File: src/rtl/mem_access_ctrl_pkg.sv
// Shared types and constants for the load/store sequencer: access sizes,
// FSM state codes and the alignment rule applied to incoming requests.
package mem_access_ctrl_pkg;

  localparam logic [1:0] SL_BYTE = 2'b00;
  localparam logic [1:0] SL_HALF = 2'b01;
  localparam logic [1:0] SL_WORD = 2'b10;

  localparam int STRB_WIDTH = 4;

  typedef enum logic [1:0] {
    MAC_IDLE = 2'd0,
    MAC_REQ  = 2'd1,
    MAC_RESP = 2'd2,
    MAC_DONE = 2'd3
  } mac_state_e;

  // The unused size code 2'b11 is treated as a word access.
  function automatic logic is_misaligned(input logic [1:0] size, input logic [1:0] addr_lo);
    logic mis;
    case (size)
      SL_BYTE: mis = 1'b0;
      SL_HALF: mis = addr_lo[0];
      default: mis = (addr_lo != 2'b00);
    endcase
    return mis;
  endfunction

endpackage

File: src/rtl/mem_access_ctrl_if.sv
// System-bus port of the load/store sequencer, grouped so the controller and
// the bus model/fabric connect through one modport each.
interface mem_access_ctrl_if;
  import mem_access_ctrl_pkg::*;

  // Handshake: the master raises bus_req_o and keeps we/addr/wdata/wstrb
  // stable until a cycle with bus_gnt_i=1, which accepts the request. For a
  // read, the word arrives in a later cycle flagged by bus_rvalid_i. gnt and
  // rvalid seen while no request is outstanding carry no meaning.
  logic                  bus_req_o;
  logic                  bus_we_o;
  logic [31:0]           bus_addr_o;
  logic [31:0]           bus_wdata_o;
  logic [STRB_WIDTH-1:0] bus_wstrb_o;
  logic                  bus_gnt_i;
  logic                  bus_rvalid_i;
  logic [31:0]           bus_rdata_i;

  modport master (
    output bus_req_o, bus_we_o, bus_addr_o, bus_wdata_o, bus_wstrb_o,
    input  bus_gnt_i, bus_rvalid_i, bus_rdata_i
  );

  modport slave (
    input  bus_req_o, bus_we_o, bus_addr_o, bus_wdata_o, bus_wstrb_o,
    output bus_gnt_i, bus_rvalid_i, bus_rdata_i
  );

endinterface

File: src/rtl/mem_access_ctrl_align.sv
// Combinational data alignment: store lane replication and byte strobes,
// and load-word shift with zero/sign extension.
module mem_access_ctrl_align
  import mem_access_ctrl_pkg::*;
(
  input  logic [1:0]            st_size_i,
  input  logic [1:0]            st_addr_lo_i,
  input  logic [31:0]           st_data_i,
  output logic [31:0]           st_wdata_o,
  output logic [STRB_WIDTH-1:0] st_wstrb_o,
  input  logic [1:0]            ld_size_i,
  input  logic [1:0]            ld_addr_lo_i,
  input  logic                  ld_unsigned_i,
  input  logic [31:0]           ld_rdata_i,
  output logic [31:0]           ld_data_o
);

  logic [31:0] ld_shifted;
  logic        ld_sign;

  always_comb begin
    st_wdata_o = st_data_i;
    st_wstrb_o = 4'b1111;
    case (st_size_i)
      SL_BYTE: begin
        st_wdata_o = {4{st_data_i[7:0]}};
        st_wstrb_o = 4'b0001 << st_addr_lo_i;
      end
      SL_HALF: begin
        st_wdata_o = {2{st_data_i[15:0]}};
        st_wstrb_o = 4'b0011 << {st_addr_lo_i[1], 1'b0};
      end
      default: ;
    endcase
  end

  always_comb begin
    ld_shifted = ld_rdata_i >> {ld_addr_lo_i, 3'b000};
    ld_sign    = 1'b0;
    ld_data_o  = ld_shifted;
    case (ld_size_i)
      SL_BYTE: begin
        ld_sign   = ~ld_unsigned_i & ld_shifted[7];
        ld_data_o = {{24{ld_sign}}, ld_shifted[7:0]};
      end
      SL_HALF: begin
        ld_sign   = ~ld_unsigned_i & ld_shifted[15];
        ld_data_o = {{16{ld_sign}}, ld_shifted[15:0]};
      end
      default: ;
    endcase
  end

endmodule

File: src/rtl/mem_access_ctrl.sv
// Multi-cycle load/store sequencer: latches one request from execute, stalls
// the pipeline while it runs the bus handshake, and writes back load data.
module mem_access_ctrl
  import mem_access_ctrl_pkg::*;
#(
  parameter int TIMEOUT = 64,
  parameter int CNT_W   = 8
) (
  input  logic                     clk,
  input  logic                     rst,
  input  logic                     mem_re_i,
  input  logic                     mem_we_i,
  input  logic [31:0]              mem_raddr_i,
  input  logic [31:0]              mem_waddr_i,
  input  logic [31:0]              mem_wdata_i,
  input  logic [1:0]               byte_sel_i,
  input  logic                     un_sign_i,
  input  logic [4:0]               rd_waddr_i,
  mem_access_ctrl_if.master        sb,
  output logic                     hold_o,
  output logic                     ld_we_o,
  output logic [4:0]               ld_waddr_o,
  output logic [31:0]              ld_wdata_o,
  output logic                     misalign_o,
  output logic                     bus_err_o,
  output mac_state_e               state_o
);

  localparam logic [CNT_W-1:0] CNT_LAST = CNT_W'(TIMEOUT - 1);

  mac_state_e            state_q, state_d;
  logic [CNT_W-1:0]      cnt_q, cnt_d;
  logic                  we_q, we_d;
  logic [31:0]           addr_q, addr_d;
  logic [1:0]            size_q, size_d;
  logic                  uns_q, uns_d;
  logic [4:0]            rd_q, rd_d;
  logic [31:0]           wdata_q, wdata_d;
  logic [STRB_WIDTH-1:0] wstrb_q, wstrb_d;
  logic                  ld_we_q, ld_we_d;
  logic [4:0]            ld_waddr_q, ld_waddr_d;
  logic [31:0]           ld_wdata_q, ld_wdata_d;
  logic                  misalign_q, misalign_d;
  logic                  bus_err_q, bus_err_d;

  logic                  req_valid;
  logic [31:0]           req_addr;
  logic                  req_mis;
  logic                  timeout_hit;
  logic [31:0]           st_wdata;
  logic [STRB_WIDTH-1:0] st_wstrb;
  logic [31:0]           ld_data;

  // A store wins when execute raises both enables.
  assign req_valid   = mem_re_i | mem_we_i;
  assign req_addr    = mem_we_i ? mem_waddr_i : mem_raddr_i;
  assign req_mis     = is_misaligned(byte_sel_i, req_addr[1:0]);
  assign timeout_hit = (cnt_q == CNT_LAST);

  mem_access_ctrl_align u_align (
    .st_size_i     (byte_sel_i),
    .st_addr_lo_i  (req_addr[1:0]),
    .st_data_i     (mem_wdata_i),
    .st_wdata_o    (st_wdata),
    .st_wstrb_o    (st_wstrb),
    .ld_size_i     (size_q),
    .ld_addr_lo_i  (addr_q[1:0]),
    .ld_unsigned_i (uns_q),
    .ld_rdata_i    (sb.bus_rdata_i),
    .ld_data_o     (ld_data)
  );

  always_ff @(posedge clk or posedge rst) begin
    if (rst) begin
      state_q    <= MAC_IDLE;
      cnt_q      <= '0;
      we_q       <= 1'b0;
      addr_q     <= '0;
      size_q     <= '0;
      uns_q      <= 1'b0;
      rd_q       <= '0;
      wdata_q    <= '0;
      wstrb_q    <= '0;
      ld_we_q    <= 1'b0;
      ld_waddr_q <= '0;
      ld_wdata_q <= '0;
      misalign_q <= 1'b0;
      bus_err_q  <= 1'b0;
    end else begin
      state_q    <= state_d;
      cnt_q      <= cnt_d;
      we_q       <= we_d;
      addr_q     <= addr_d;
      size_q     <= size_d;
      uns_q      <= uns_d;
      rd_q       <= rd_d;
      wdata_q    <= wdata_d;
      wstrb_q    <= wstrb_d;
      ld_we_q    <= ld_we_d;
      ld_waddr_q <= ld_waddr_d;
      ld_wdata_q <= ld_wdata_d;
      misalign_q <= misalign_d;
      bus_err_q  <= bus_err_d;
    end
  end

  always_comb begin
    state_d    = state_q;
    cnt_d      = cnt_q;
    we_d       = we_q;
    addr_d     = addr_q;
    size_d     = size_q;
    uns_d      = uns_q;
    rd_d       = rd_q;
    wdata_d    = wdata_q;
    wstrb_d    = wstrb_q;
    ld_we_d    = 1'b0;
    ld_waddr_d = ld_waddr_q;
    ld_wdata_d = ld_wdata_q;
    misalign_d = 1'b0;
    bus_err_d  = 1'b0;
    hold_o     = 1'b0;

    case (state_q)
      MAC_IDLE: begin
        if (req_valid) begin
          if (req_mis) begin
            misalign_d = 1'b1;
          end else begin
            hold_o  = 1'b1;
            cnt_d   = '0;
            we_d    = mem_we_i;
            addr_d  = req_addr;
            size_d  = byte_sel_i;
            uns_d   = un_sign_i;
            rd_d    = rd_waddr_i;
            wdata_d = mem_we_i ? st_wdata : '0;
            wstrb_d = mem_we_i ? st_wstrb : '0;
            state_d = MAC_REQ;
          end
        end
      end
      MAC_REQ: begin
        hold_o = 1'b1;
        cnt_d  = cnt_q + 1'b1;
        if (sb.bus_gnt_i) begin
          state_d = we_q ? MAC_DONE : MAC_RESP;
        end else if (timeout_hit) begin
          state_d   = MAC_DONE;
          bus_err_d = 1'b1;
        end
      end
      MAC_RESP: begin
        hold_o = 1'b1;
        cnt_d  = cnt_q + 1'b1;
        if (sb.bus_rvalid_i) begin
          ld_we_d    = 1'b1;
          ld_waddr_d = rd_q;
          ld_wdata_d = ld_data;
          state_d    = MAC_DONE;
        end else if (timeout_hit) begin
          state_d   = MAC_DONE;
          bus_err_d = 1'b1;
        end
      end
      // Execute still shows the finished request here; it is deliberately dropped.
      MAC_DONE: state_d = MAC_IDLE;
      default:  state_d = MAC_IDLE;
    endcase
  end

  assign sb.bus_req_o   = (state_q == MAC_REQ);
  assign sb.bus_we_o    = we_q;
  assign sb.bus_addr_o  = {addr_q[31:2], 2'b00};
  assign sb.bus_wdata_o = wdata_q;
  assign sb.bus_wstrb_o = wstrb_q;

  assign ld_we_o    = ld_we_q;
  assign ld_waddr_o = ld_waddr_q;
  assign ld_wdata_o = ld_wdata_q;
  assign misalign_o = misalign_q;
  assign bus_err_o  = bus_err_q;
  assign state_o    = state_q;

endmodule
File: src/flat_wrapper.sv
// flat-port wrapper written by rule: the top's interface ports become plain ports
module mem_access_ctrl_flat import mem_access_ctrl_pkg::*;
#(
  parameter int TIMEOUT = 64,
  parameter int CNT_W   = 8
)
  (clk, rst, mem_re_i, mem_we_i, mem_raddr_i, mem_waddr_i, mem_wdata_i, byte_sel_i, un_sign_i, rd_waddr_i, hold_o, ld_we_o, ld_waddr_o, ld_wdata_o, misalign_o, bus_err_o, state_o, sb_bus_req_o, sb_bus_we_o, sb_bus_addr_o, sb_bus_wdata_o, sb_bus_wstrb_o, sb_bus_gnt_i, sb_bus_rvalid_i, sb_bus_rdata_i);
  mem_access_ctrl_if sb_i ();
  input  logic clk;
  input  logic rst;
  input  logic mem_re_i;
  input  logic mem_we_i;
  input  logic [31:0] mem_raddr_i;
  input  logic [31:0] mem_waddr_i;
  input  logic [31:0] mem_wdata_i;
  input  logic [1:0] byte_sel_i;
  input  logic un_sign_i;
  input  logic [4:0] rd_waddr_i;
  output logic hold_o;
  output logic ld_we_o;
  output logic [4:0] ld_waddr_o;
  output logic [31:0] ld_wdata_o;
  output logic misalign_o;
  output logic bus_err_o;
  output mac_state_e state_o;
  output wire logic [$bits(sb_i.bus_req_o)-1:0] sb_bus_req_o;
  output wire logic [$bits(sb_i.bus_we_o)-1:0] sb_bus_we_o;
  output wire logic [$bits(sb_i.bus_addr_o)-1:0] sb_bus_addr_o;
  output wire logic [$bits(sb_i.bus_wdata_o)-1:0] sb_bus_wdata_o;
  output wire logic [$bits(sb_i.bus_wstrb_o)-1:0] sb_bus_wstrb_o;
  input wire logic [$bits(sb_i.bus_gnt_i)-1:0] sb_bus_gnt_i;
  input wire logic [$bits(sb_i.bus_rvalid_i)-1:0] sb_bus_rvalid_i;
  input wire logic [$bits(sb_i.bus_rdata_i)-1:0] sb_bus_rdata_i;
  assign sb_bus_req_o = sb_i.bus_req_o;
  assign sb_bus_we_o = sb_i.bus_we_o;
  assign sb_bus_addr_o = sb_i.bus_addr_o;
  assign sb_bus_wdata_o = sb_i.bus_wdata_o;
  assign sb_bus_wstrb_o = sb_i.bus_wstrb_o;
  assign sb_i.bus_gnt_i = sb_bus_gnt_i;
  assign sb_i.bus_rvalid_i = sb_bus_rvalid_i;
  assign sb_i.bus_rdata_i = sb_bus_rdata_i;
  mem_access_ctrl #(.TIMEOUT(TIMEOUT), .CNT_W(CNT_W)) u_core (.clk(clk), .rst(rst), .mem_re_i(mem_re_i), .mem_we_i(mem_we_i), .mem_raddr_i(mem_raddr_i), .mem_waddr_i(mem_waddr_i), .mem_wdata_i(mem_wdata_i), .byte_sel_i(byte_sel_i), .un_sign_i(un_sign_i), .rd_waddr_i(rd_waddr_i), .sb(sb_i), .hold_o(hold_o), .ld_we_o(ld_we_o), .ld_waddr_o(ld_waddr_o), .ld_wdata_o(ld_wdata_o), .misalign_o(misalign_o), .bus_err_o(bus_err_o), .state_o(state_o));
endmodule
File: config.mk
export PLATFORM = sky130hd
export DESIGN_NAME = mem_access_ctrl_flat
export DESIGN_NICKNAME = d
export VERILOG_FILES = /design/src/rtl/mem_access_ctrl_pkg.sv /design/src/rtl/mem_access_ctrl_if.sv /design/src/rtl/mem_access_ctrl_align.sv /design/src/rtl/mem_access_ctrl.sv /design/src/flat_wrapper.sv
export SDC_FILE = /design/constraint.sdc
export NUM_CORES = 1
export LEC_CHECK = 0
export BUFFER_PORTS_ARGS = -buffer_cell sky130_fd_sc_hd__buf_2
export CAP_MARGIN = 20
export CORE_AREA = 3 3 133 135
export DETAILED_ROUTE_END_ITERATION = 10
export DIE_AREA = 0 0 136 138
export PLACE_DENSITY = 0.74
export SYNTH_ARGS = -nofsm -noshare
export SYNTH_HDL_FRONTEND = slang
export SYNTH_SLANG_ARGS = --single-unit
File: constraint.sdc
create_clock -name clk -period 4.9 [get_ports clk]
set_clock_uncertainty 0.05 [all_clocks]
set_input_delay 0.49 -clock clk [delete_from_list [all_inputs] [get_ports clk]]
set_output_delay 0.49 -clock clk [all_outputs]
set_load 0.005 [all_outputs]
* Word-level counts from Yosys, hierarchy flattened
Cells that the tools add are included.
** Storage, ports and cells
- Register bits :: 127
- Input port bits :: 142
- Word-level logic and storage cells :: 70
** Cells by class
- $add $sub $neg :: 1
- Eq/ne operators :: 8
- Shift-type cells :: 3
- Mux-type cells :: 29
- Bitwise gates (word level) :: 5
- Reduce and logical (&&, ||, !) cells :: 10
** Operators by type and width (number)
- $pmux 32 s2 :: 2
- $mux 32 :: 2
- $shr 32x5->32 :: 1
- $mux 8 :: 2
- $pmux 8 s2 :: 1
- $mux 1 :: 11
- $mux 2 :: 5
- $add 8x1->8 const B :: 1
- $eq 8x6->1 const B :: 1
- $pmux 2 s4 :: 1
- $pmux 4 s2 :: 1
- $eq 2x1->1 const B :: 3
- $logic_not 2->1 :: 3
- $pmux 1 s2 :: 3
- $reduce_and 3->1 :: 2
- $eq 2x2->1 const B :: 2
- $mux 4 :: 1
- $reduce_and 2->1 :: 2
- $reduce_bool 2->1 :: 2
- $shl 1x2->4 const A :: 1
- $shl 2x2->4 const A :: 1
- $and 1x1->1 :: 2
- $ne 2x1->1 const B :: 1
- $ne 2x2->1 const B :: 1
- other kinds (3) :: 4

* Depth between registers and ports, before layout
- Depth after elaboration :: 6
- Depth in mapped cells :: 8
- Depth with buffers taken out :: 7

* Modules after synthesis
Synthesis repeated with hierarchy kept, for this count alone.
** Unflattened totals
- Cells, all modules :: 692
- Area, all modules :: 6830.3 um^2
** Modules (own cells, without submodules)
- mem_access_ctrl :: times used 1, cells an instance 529, area each 5606.6 um^2, sequential area each 3178.0 um^2
- mem_access_ctrl_align :: times used 1, cells an instance 163, area each 1223.7 um^2, sequential area each 0.0 um^2

* Worst setup path before layout
No wires, ideal clock.
- Path type :: input -> output
- From :: in mem_we_i
- To :: out hold_o
- Arrival :: 1.831 ns
- Required time :: 4.360 ns
- Path slack :: 2.529 ns
- Stages on the path :: 6
- Cells stage by stage :: buf_2 > mux2_2 > a221o_1 > buf_2 > buf_6 > a21oi_1
** On the way
- Word-level cells in the longest chain between the ends :: 6
** RTL lines
- from (decl) :: line flat_wrapper.sv:12 : input logic mem_we_i;
- $mux 32 :: line mem_access_ctrl.sv:56 : assign req_addr = mem_we_i ? mem_waddr_i : mem_raddr_i;
- $reduce_bool 2->1 :: line mem_access_ctrl_pkg.sv:24 : default: mis = (addr_lo != 2'b00);
- $pmux 1 s2 :: line mem_access_ctrl_pkg.sv:21 : case (size)
- $mux 1 :: line mem_access_ctrl.sv:127 : if (req_mis) begin
- $mux 1 (*) :: line mem_access_ctrl.sv:126 : if (req_valid) begin
- $pmux 1 s2 (*) :: line mem_access_ctrl.sv:124 : case (state_q)
- to (decl) :: line flat_wrapper.sv:19 : output logic hold_o;
Mark *: on every way between the ends. The rest lies on a longest branch, timed or not.

* Worst setup path in the final report
- From :: reg u_core.state_q[1], in the netlist u_core.state_o[1]
- To :: out hold_o
** On the way
- Word-level cells in the longest chain between the ends :: 3
** RTL lines
- from (decl) :: line mem_access_ctrl.sv:31 : mac_state_e state_q, state_d;
- from (signal assigned) :: line mem_access_ctrl.sv:90 : state_q <= state_d;
- $eq 2x1->1 or $eq 2x2->1 (tied branches) :: line mem_access_ctrl.sv:124
- $reduce_or 2->1 (no source line)
- $pmux 1 s2 (*) :: line mem_access_ctrl.sv:124
Marked as above.

==> flow_metrics.tcl <==
set metrics [dict create \
    synth_top_cell_by_area "dfrtp_1" \
    wl_per_cell_um 15.91 \
    cts.sinks 127 \
    cts_buffers 17 \
    cts_max_path_buffers 2 \
    die_y_um 138 \
    clk_pin_slew_ns 0.06 \
    power.switching_mw 1.768 \
    synth_fa_ha_area_frac 0.01134 \
    tns_ns 0 \
    post_cts_buffers 0 \
    drive_gt1_frac 0.3556 \
    maxSlewViolCount 0 \
    place_area_sq_um 7776 \
    post-route-period-util 0.6173 \
    first_pass_iters 5 \
    die_w_um 136 \
    yosysTopAreaCellShare 0.4801 \
    grt_pass1_wl_mm 27.92 \
    synthSimpleGateAreaFrac 0.1571 \
    synth-compound-area-share 0.1391 \
    syn_avg_cell_area_sq_um 9.636 \
    io_buffers 252 \
    synth.area.top_cells "dfrtp_1 (48%), nand2_1 (9.2%), mux2i_1 (8.6%)" \
    initial_core_util 0.3992 \
    grt_pass1_vias 5388 \
    worstPathArrival_ns 2.48 \
    hp-class "in -> async" \
    crit_type "reg -> out" \
    clockRootBuffer "clkbuf_16" \
    async_flop_share 1.000 \
    io_pins 255 \
    cts.repair.resized 0 \
    p_int_mw 3.119 \
    drcViolationCount 0 \
    num_rows 47 \
    grt_max_degree 93 \
    cts_tree "yes" \
    clkLatencyLatePin_ns 0.41 \
    htree_levels 4 \
    powerDensity_nw_per_um2 587.0 \
    period_needed_ns 3.025 \
    yosysWarnings 0 \
    final_cell_area_sq_um 8325 \
    rsz0062_at_grt "false" \
    synth-edff-count 0 \
    path_max_fanout 21 \
    finalWirelength_mm 17.81 \
    setup_viol 0 \
    ys_types 47 \
    required_ns 4.36 \
    relSlewSlack 0.4256 \
    rr_startpoint "u_core.state_o[1]" \
    power_frac_comb 0.384 \
    post_drt_via_cell_ratio 5.051 \
    yosysSeqAreaShare 0.4801 \
    syn-cell-area_sq_um 6620 \
    synthFlopType "dfrtp_1" \
    clockPowerShare 0.240 \
    synth_xor_area_frac 0 \
    synth-seq-cells 127 \
    drt.antenna.violating_nets 0 \
    fmax_mhz 330.6 \
    synthMuxAreaShare 0.1355 \
    p_sw_frac 0.3618 \
    antenna_found_initial 1 \
    nets 1036 \
    power_frac_seq 0.376 \
    gp_congestion 0.8982 \
    hold_violations 0 \
    grt_use_total 0.1858 \
    die_area_sq_um 18770 \
    maxCapViolations 0 \
    ctsHoldBuffers 0 \
    startpoint_type "flip-flop" \
    grt-ovfl-total 0 \
    core_area_sq_um 16580 \
    p_leak_nw 4.340 \
    status "completed" \
    antenna_cells 0 \
    ir_worst_vdd_mv 0.2662 \
    syn2layout_area_growth_pct 25.76 \
    worst_pin_slew_ns 0.8616 \
    syn_inst 687 \
    cp-end-kind "output pin" \
    startpoint "u_core.state_o[1]" \
    synth_top_family_by_area "simple AND/OR/NAND/NOR gates" \
    vias 5657 \
    dp_hpwl_mm 12.99 \
    drtIter0Drc 337 \
]
-- kinds of logic (layout without fill, tap and decap cells) --
group                      count (synthesis)  after routing
other                                      1              2
and+or+nand+nor                          246            246
AOI/OAI and AO/OA                        133            133
adders and majority gates                  6              6
DFF                                      127            127
muxes                                     84             84
buffers and inverters                     90            302
-- placed cells by master (no fill, tap or decap), types with 2 or more instances in the layout --
| master | n |
|---|---|
| buf_2 | 252 |
| nand2_1 | 162 |
| dfrtp_1 | 127 |
| mux2i_1 | 57 |
| o21ai_0 | 52 |
| nand3_1 | 37 |
| mux2_2 | 25 |
| nor2_1 | 19 |
| clkbuf_16 | 17 |
| o22a_1 | 16 |
| inv_1 | 12 |
| a21oi_1 | 11 |
| and2_1 | 9 |
| nor2b_1 | 8 |
| a2bb2oi_1 | 8 |
| o21a_1 | 8 |
| a211oi_1 | 7 |
| ha_1 | 6 |
| buf_4 | 6 |
| clkinv_2 | 5 |
| o31ai_1 | 4 |
| o211ai_1 | 4 |
| nor3_1 | 3 |
| nand2b_1 | 3 |
| o22ai_1 | 3 |
| a32o_1 | 3 |
| o21ai_1 | 2 |
| mux4_2 | 2 |
| a22oi_1 | 2 |
| inv_6 | 2 |
| conb_1 | 2 |
| clkbuf_1 | 2 |
| clkinv_4 | 2 |
| clkbuf_8 | 2 |
-- synthesized netlist by cell type, types with 2 or more instances --
| cell | count |
|---|---|
| and2_1 | 9 |
| nand2_1 | 162 |
| mux4_2 | 2 |
| a221oi_2 | 2 |
| o21a_1 | 8 |
| mux2_2 | 25 |
| buf_2 | 17 |
| ha_1 | 6 |
| clkbuf_1 | 20 |
| a32o_1 | 3 |
| o211ai_1 | 4 |
| nor3_1 | 3 |
| nor2_1 | 19 |
| o22ai_1 | 3 |
| o21ai_0 | 52 |
| buf_6 | 3 |
| a21oi_1 | 11 |
| mux2i_1 | 57 |
| a221o_1 | 2 |
| o31ai_1 | 4 |
| nand2b_1 | 3 |
| nand3_1 | 37 |
| a211oi_1 | 7 |
| dfrtp_1 | 127 |
| o21ai_1 | 2 |
| buf_1 | 4 |
| o22a_1 | 16 |
| nor2b_1 | 8 |
| a22oi_1 | 2 |
| a2bb2oi_1 | 8 |
| buf_4 | 33 |
| inv_1 | 13 |
-- cell type report --
class,count,area (sq um)
timing repair buffer,258,1306
clock buffer,21,460.4
multi-input combinational,471,2963
tap,220,275.3
clock inverter,10,88.84
inverter,13,53.80
fill,1564,8258
sequential,127,3178
-- final timing paths --
path,slack [ns],end,cells past startpoint
min in group clk,0.24,u_core.uns_q,3
max reg2reg,2.18,u_core.sb.bus_wdata_o[15],7
min,0.16,u_core.ld_wdata_o[0],2
max,1.88,hold_o,6
min reg2reg,0.41,u_core.sb.bus_wdata_o[4],2
max in group asynchronous,3.55,u_core.state_o[1],3
-- flip-flops by register name, summed over array words and instances (netlist names), 2 cells and up --
register / count
u_core.ld_wdata_o: 32
u_core.state_o: 2
u_core.ld_waddr_o: 5
u_core.size_q: 2
u_core.sb.bus_wstrb_o: 4
u_core.rd_q: 5
u_core.sb.bus_wdata_o: 32
u_core.addr_q: 32
u_core.cnt_q: 8
-- routing by layer --
layer  GRT usage  routed length, um  share of wire
met5           0                  7        0.00039
met4     0.05517                199          0.011
met3     0.05414               1300          0.073
met2      0.3119               8952           0.50
met1      0.2314               7354           0.41
-- per-stage QoR --
step | hold slack [ns] | std cells | util | power, mW | setup slack (ns)
final | 0.1632 | 1120 | 0.5020 | 4.887 | 1.875
after CTS | 0.1856 | 1120 | 0.5020 | 4.950 | 1.874
after detailed placement | 0.4018 | 1089 | 0.4689 | 3.750 | 1.754
after global routing | 0.2257 | 1120 | 0.5020 | 5.249 | 1.693
after global placement | 0.3952 | 1089 | 0.4689 | 3.692 | 1.906
after floorplan | 0.3886 | 688 | - | 3.099 | 0.9757
-- worst max-delay path, cell delays in order (launching register included) --
cell     delay, ns
dfrtp_1       0.42
inv_1         0.15
ha_1          0.33
o21ai_0       0.33
a221o_4       0.54
a21oi_1       0.17
buf_2         0.13
-- power groups by stage --
stage               combinational [mW]  sequential (mW)  clock (mW)
floorplan                         1.29             1.81           0
global placement                  1.85             1.85           0
detailed placement                1.90             1.85           0
CTS                               1.91             1.84        1.20
finish                            1.88             1.84        1.17
global route                      2.10             1.90        1.25
No activity file was read; power rests on OpenSTA's default activity.
